$ cat src/rtl/ppu_vram_arbiter.sv
// PPU VRAM port arbiter: shares one VRAM port between the background/sprite fetch
// engine and buffered $2007 CPU accesses, with a starvation bound on CPU waits.
module ppu_vram_arbiter #(
    parameter int STARVE_LIMIT = 16
) (
    input  logic        clk,
    input  logic        reset,
    input  logic        ce,
    input  logic        rendering,
    input  logic        fetch_req,
    input  logic [13:0] fetch_addr,
    output logic        fetch_gnt,
    output logic        fetch_valid,
    output logic [7:0]  fetch_data,
    input  logic        cpu_rd_req,
    input  logic        cpu_wr_req,
    input  logic [13:0] cpu_addr,
    input  logic [7:0]  cpu_wdata,
    output logic        cpu_busy,
    output logic        cpu_done,
    output logic [7:0]  cpu_rdata,
    output logic        cpu_overrun,
    output logic [13:0] vram_a,
    output logic        vram_r,
    output logic        vram_w,
    input  logic [7:0]  vram_din,
    output logic [7:0]  vram_dout
);

    localparam int CW = $clog2(STARVE_LIMIT + 1);
    localparam logic [CW-1:0] LIMIT = CW'(STARVE_LIMIT);

    typedef enum logic [2:0] {
        IDLE    = 3'd0,
        FETCH_A = 3'd1,
        FETCH_D = 3'd2,
        CPU_A   = 3'd3,
        CPU_D   = 3'd4
    } state_t;

    state_t        state_q, state_d;
    logic          pend_valid_q, pend_valid_d;
    logic          pend_wr_q, pend_wr_d;
    logic [13:0]   pend_addr_q, pend_addr_d;
    logic [7:0]    pend_wdata_q, pend_wdata_d;
    logic [CW-1:0] starve_q, starve_d;
    logic [13:0]   fetch_addr_q, fetch_addr_d;
    logic [7:0]    fetch_data_q, fetch_data_d;
    logic          fetch_valid_q, fetch_valid_d;
    logic          cpu_done_q, cpu_done_d;
    logic [7:0]    cpu_rdata_q, cpu_rdata_d;
    logic          cpu_overrun_q, cpu_overrun_d;
    logic [13:0]   vram_a_q, vram_a_d;
    logic          vram_r_q, vram_r_d;
    logic          vram_w_q, vram_w_d;
    logic [7:0]    vram_dout_q, vram_dout_d;

    logic   any_req;
    logic   pend_clear;
    logic   slot_free;
    logic   fetch_win;
    logic   cpu_avail;
    logic   arb_state;
    logic   grant;
    state_t arb_next;

    always_comb begin
        any_req    = cpu_rd_req | cpu_wr_req;
        pend_clear = ce && (state_q == CPU_D);
        slot_free  = ~pend_valid_q | pend_clear;
        fetch_win  = fetch_req && rendering && (starve_q < LIMIT);
        // The entry being retired in CPU_D must not be chosen again.
        cpu_avail  = pend_valid_q && (state_q != CPU_D);
        arb_state  = (state_q == IDLE) || (state_q == FETCH_D) || (state_q == CPU_D);
        grant      = ce && arb_state && fetch_win;

        if (fetch_win) begin
            arb_next = FETCH_A;
        end else if (cpu_avail) begin
            arb_next = CPU_A;
        end else begin
            arb_next = IDLE;
        end

        state_d       = state_q;
        pend_valid_d  = pend_valid_q;
        pend_wr_d     = pend_wr_q;
        pend_addr_d   = pend_addr_q;
        pend_wdata_d  = pend_wdata_q;
        starve_d      = starve_q;
        fetch_addr_d  = fetch_addr_q;
        fetch_data_d  = fetch_data_q;
        fetch_valid_d = 1'b0;
        cpu_done_d    = 1'b0;
        cpu_rdata_d   = cpu_rdata_q;
        cpu_overrun_d = cpu_overrun_q;

        if (ce) begin
            case (state_q)
                IDLE:    state_d = arb_next;
                FETCH_A: state_d = FETCH_D;
                FETCH_D: state_d = arb_next;
                CPU_A:   state_d = CPU_D;
                CPU_D:   state_d = arb_next;
                default: state_d = IDLE;
            endcase
        end

        if (grant) begin
            fetch_addr_d = fetch_addr;
        end

        if (ce && (state_q == FETCH_D)) begin
            fetch_valid_d = 1'b1;
            fetch_data_d  = vram_din;
        end

        if (pend_clear) begin
            cpu_done_d   = 1'b1;
            pend_valid_d = 1'b0;
            if (!pend_wr_q) begin
                cpu_rdata_d = vram_din;
            end
        end

        // Write wins a simultaneous rd+wr pulse; the read is silently discarded.
        if (any_req) begin
            if (slot_free) begin
                pend_valid_d = 1'b1;
                pend_wr_d    = cpu_wr_req;
                pend_addr_d  = cpu_addr;
                pend_wdata_d = cpu_wdata;
            end else begin
                cpu_overrun_d = 1'b1;
            end
        end

        if (ce) begin
            if ((state_q != CPU_A) && (state_d == CPU_A)) begin
                starve_d = '0;
            end else if (pend_valid_q && (state_q != CPU_A) && (state_q != CPU_D)
                         && (starve_q < LIMIT)) begin
                starve_d = starve_q + CW'(1);
            end
        end

        // VRAM pins are decoded from the next state so they are flop outputs.
        vram_a_d    = '0;
        vram_r_d    = 1'b0;
        vram_w_d    = 1'b0;
        vram_dout_d = '0;
        case (state_d)
            FETCH_A: vram_a_d = fetch_addr_d;
            FETCH_D: begin
                vram_a_d = fetch_addr_d;
                vram_r_d = 1'b1;
            end
            CPU_A:   vram_a_d = pend_addr_q;
            CPU_D: begin
                vram_a_d = pend_addr_q;
                vram_r_d = ~pend_wr_q;
                vram_w_d = pend_wr_q;
                if (pend_wr_q) begin
                    vram_dout_d = pend_wdata_q;
                end
            end
            default: ;
        endcase
    end

    always_ff @(posedge clk) begin
        if (reset) begin
            state_q       <= IDLE;
            pend_valid_q  <= 1'b0;
            pend_wr_q     <= 1'b0;
            pend_addr_q   <= '0;
            pend_wdata_q  <= '0;
            starve_q      <= '0;
            fetch_addr_q  <= '0;
            fetch_data_q  <= '0;
            fetch_valid_q <= 1'b0;
            cpu_done_q    <= 1'b0;
            cpu_rdata_q   <= '0;
            cpu_overrun_q <= 1'b0;
            vram_a_q      <= '0;
            vram_r_q      <= 1'b0;
            vram_w_q      <= 1'b0;
            vram_dout_q   <= '0;
        end else begin
            state_q       <= state_d;
            pend_valid_q  <= pend_valid_d;
            pend_wr_q     <= pend_wr_d;
            pend_addr_q   <= pend_addr_d;
            pend_wdata_q  <= pend_wdata_d;
            starve_q      <= starve_d;
            fetch_addr_q  <= fetch_addr_d;
            fetch_data_q  <= fetch_data_d;
            fetch_valid_q <= fetch_valid_d;
            cpu_done_q    <= cpu_done_d;
            cpu_rdata_q   <= cpu_rdata_d;
            cpu_overrun_q <= cpu_overrun_d;
            vram_a_q      <= vram_a_d;
            vram_r_q      <= vram_r_d;
            vram_w_q      <= vram_w_d;
            vram_dout_q   <= vram_dout_d;
        end
    end

    // Reset masks the strobes immediately so an in-flight write is never issued.
    assign fetch_gnt   = grant & ~reset;
    assign fetch_valid = fetch_valid_q;
    assign fetch_data  = fetch_data_q;
    assign cpu_busy    = pend_valid_q | (state_q == CPU_A) | (state_q == CPU_D);
    assign cpu_done    = cpu_done_q;
    assign cpu_rdata   = cpu_rdata_q;
    assign cpu_overrun = cpu_overrun_q;
    assign vram_a      = vram_a_q;
    assign vram_r      = vram_r_q & ~reset;
    assign vram_w      = vram_w_q & ~reset;
    assign vram_dout   = vram_dout_q;

endmodule

$ cat config.mk
export PLATFORM = sky130hd
export DESIGN_NAME = ppu_vram_arbiter
export DESIGN_NICKNAME = d
export VERILOG_FILES = /design/src/rtl/ppu_vram_arbiter.sv
export SDC_FILE = /design/constraint.sdc
export NUM_CORES = 1
export LEC_CHECK = 0
export CAP_MARGIN = 20
export CORE_ASPECT_RATIO = 1.25
export CORE_MARGIN = 1
export CORE_UTILIZATION = 31
export CTS_CLUSTER_DIAMETER = 30
export DETAILED_ROUTE_END_ITERATION = 10
export PLACE_DENSITY = 0.61
export SLEW_MARGIN = 0
export SYNTH_ARGS = -nofsm -noshare
export SYNTH_HDL_FRONTEND = slang
export SYNTH_SLANG_ARGS = --single-unit
export TNS_END_PERCENT = 1
$ cat constraint.sdc
create_clock -name clk -period 3.6 [get_ports clk]
set_clock_uncertainty 0.15 [all_clocks]
set_input_delay 0.72 -clock clk [delete_from_list [all_inputs] [get_ports clk]]
set_output_delay 0.72 -clock clk [all_outputs]
set_load 0.01 [all_outputs]
==> reports/results.tsv <==
metric	value	unit
drt-total-wl	7.60	mm
crit_arrival	2.29	ns
syn-num-nets	391	
r2r_end	vram_dout[7]$_SDFF_PP0_	
synthTopCellsByArea	dfxtp_1, mux2i_1, nand2b_1	
status	finished clean	
grt_usage	0.142	
finalHoldViolCount	0	
hp-class	flop to flop	
maxCapViolations	0	
async_reset_ff_frac	0	
r2r_start	state_q[2]$_SDFF_PP0_	
power_frac_comb	0.101	
die_height	118	um
port_buffers	95	
fillerInstances	1030	
p_int	1.70	mW
leakage	1.86	nW
die_x	95.1	um
nNetsFinal	484	
p_per_area	461	mW/mm2
antenna_found_initial	0	
viasPerCell	4.62	
ys_types	38	
routedWlPerCell	13.4	um
post-route-period-util	0.878	
hold_depth	1	
netlist_instances	339	
slew_headroom	0.480	
vias	2631	
multi_input_area	0.00149	mm2
p_switching	488	uW
die-area	0.0113	mm2
cp_max_fo	2	
core-area	0.0106	mm2
min_to	vram_dout[2]$_SDFF_PP0_	
synth-edff-count	0	
drive_above_1_share	0.0732	
cts.sinks	89	
clkPwrFrac	0.423	
ys_ff_latch	89	
ys_seq_area_frac	0.531	
cts_buffers	9	
area_growth	41.4	%
pwr-share-seq	0.476	
min_period	3.16	ns
drtIter0Drc	80	
ys.flop_type	dfxtp_1	
cts_max_path_buffers	2	
worstMarginPinSlew	0.773	ns
grt_pass1_vias	2604	
swShare	0.223	
drv_slew	0	
irDropWorstVdd	0.235	mV
yosysTopAreaCell	dfxtp_1	
clk_pin_slew	0.06	ns
grt_pass1_wl	12.4	mm
clk_latency	0.33	ns
gp_congestion	0.739	
overflow	0	
cts_hold_buffers	0	
start_util	0.318	
final_antenna_net_count	0	
cts_setup_buffers	0	
path_class	input pin to primary output	
end_kind	primary output	
cts_tree	done	
cts_max_level	3	
startpoint_type	input pin	
ctsResizeCount	0	
rows	42	
grt_start_max_net_pins	43	
r2r_setup_slack	1.46	ns
ios	96	
rsz0062_at_grt	no	
antennaDiodeCount	0	
reg2reg_depth	4	
final.setup.tns	0	ns
syn_avg_cell_area	9.90	um2
fmax	316	MHz
setup_viol	0	
yosys_warnings	0	
drt-pass1-iter-count	4	
fin_util	0.449	
syn-cell-area	0.00336	mm2
dp_hpwl	5.30	mm
cts-root-buf	clkbuf_16	
min-delay-start	pend_wdata_q[2]$_SDFFE_PP0P_	
drc	0	
cp.required	2.73	ns
synth_top_area_frac	0.531	
seq_area	0.00178	mm2
## how the worst max path moves through the flow
stage | end | slack [ns] | from | cells past startpoint
finish | fetch_gnt | 0.44 | fetch_req | 5
global route | fetch_gnt | 0.38 | fetch_req | 5
CTS | fetch_gnt | 0.42 | fetch_req | 5
detailed placement | fetch_gnt | 0.44 | fetch_req | 5
global placement | fetch_gnt | 0.43 | fetch_req | 5
floorplan | fetch_gnt | 1.02 | fetch_req | 5
## flip-flops by register name, summed over array words and instances (netlist names), 5 cells and up
name and cells:
starve_q 5, pend_addr_q 14, fetch_addr_q 14, vram_dout 8, pend_wdata_q 8, cpu_rdata 8, vram_a 14, fetch_data 8
## cell type report
class	instances	area share
flip-flops and latches	89	0.375
multi-input cells	227	0.313
repair buffers	104	0.213
clock buffers	12	0.0519
well taps	132	0.0348
clock inverters	4	0.0108
inverters	1	0.000791
## cells in the final DEF (no fill, tap or decap), types with 3 or more instances in the layout
cell type        instances
a211o_1                  3
a21oi_1                 24
a22o_1                  14
and2_1                   8
buf_4                    9
clkbuf_16                9
clkdlybuf4s50_1         94
dfxtp_1                 89
mux2i_1                 37
nand2_1                 29
nand2b_1                30
nor2_1                  38
nor2b_1                  4
nor3b_1                  3
o21ai_0                  9
o21ai_1                  3
## routing by layer
layer	up-vias	GRT usage	wire (um)
li1	1346	-	-
met1	1199	0.179	3560
met2	78	0.224	3520
met3	8	0.0399	418
met4	0	0.0568	103
met5	-	0	0
## Yosys cell counts (all sizes together), types with 2 or more instances
cell type and instances:
nand3b 2, buf 12, and3b 2, nor2b 4, a21oi 25, nand2 29
or3b 2, and2 8, dfxtp 89, a22o 14, a211o 3, nor3b 3
mux2i 37, nor2 38, o21ai 12, nand2b 30, a211oi 2, nand4bb 2
clkbuf 10
## critical path: stages
cell and delay [ns]:
clkdlybuf4s50_1 0.46, nand3b_1 0.12, a211o_1 0.33, nor2_1 0.10, clkdlybuf4s50_1 0.56
## per-stage QoR
| stage | power (mW) | hold slack [ns] | worst slack (ns) | instance area (um2) | cells |
|---|---|---|---|---|---|
| 6_report | 2.19 | 0.301 | 0.439 | 4750 | 569 |
| 3_3_place_gp | 1.28 | 0.287 | 0.428 | 4450 | 553 |
| 2_1_floorplan | 1.18 | 0.279 | 1.02 | 3360 | 339 |
| 3_5_place_dp | 1.29 | 0.288 | 0.444 | 4450 | 553 |
| 5_1_grt | 2.29 | 0.322 | 0.381 | 4750 | 569 |
| 4_1_cts | 2.22 | 0.302 | 0.423 | 4750 | 569 |
## logic make-up after synthesis
family                   synth area share
AO/OA/AOI/OAI                       0.127
AND/OR/NAND/NOR                     0.198
multiplexers                        0.110
buffers and inverters              0.0302
adder cells (fa/ha/maj)           0.00373
flip-flops                          0.531
## power groups by stage
stage	Sequential [mW]	Clock, mW	Combinational, mW
4_1_cts	1.04	0.952	0.225
3_3_place_gp	1.06	0	0.222
3_5_place_dp	1.06	0	0.224
2_1_floorplan	1.06	0	0.120
5_1_grt	1.05	1.00	0.241
6_report	1.04	0.927	0.221
Power figures use the tool's default switching activity.
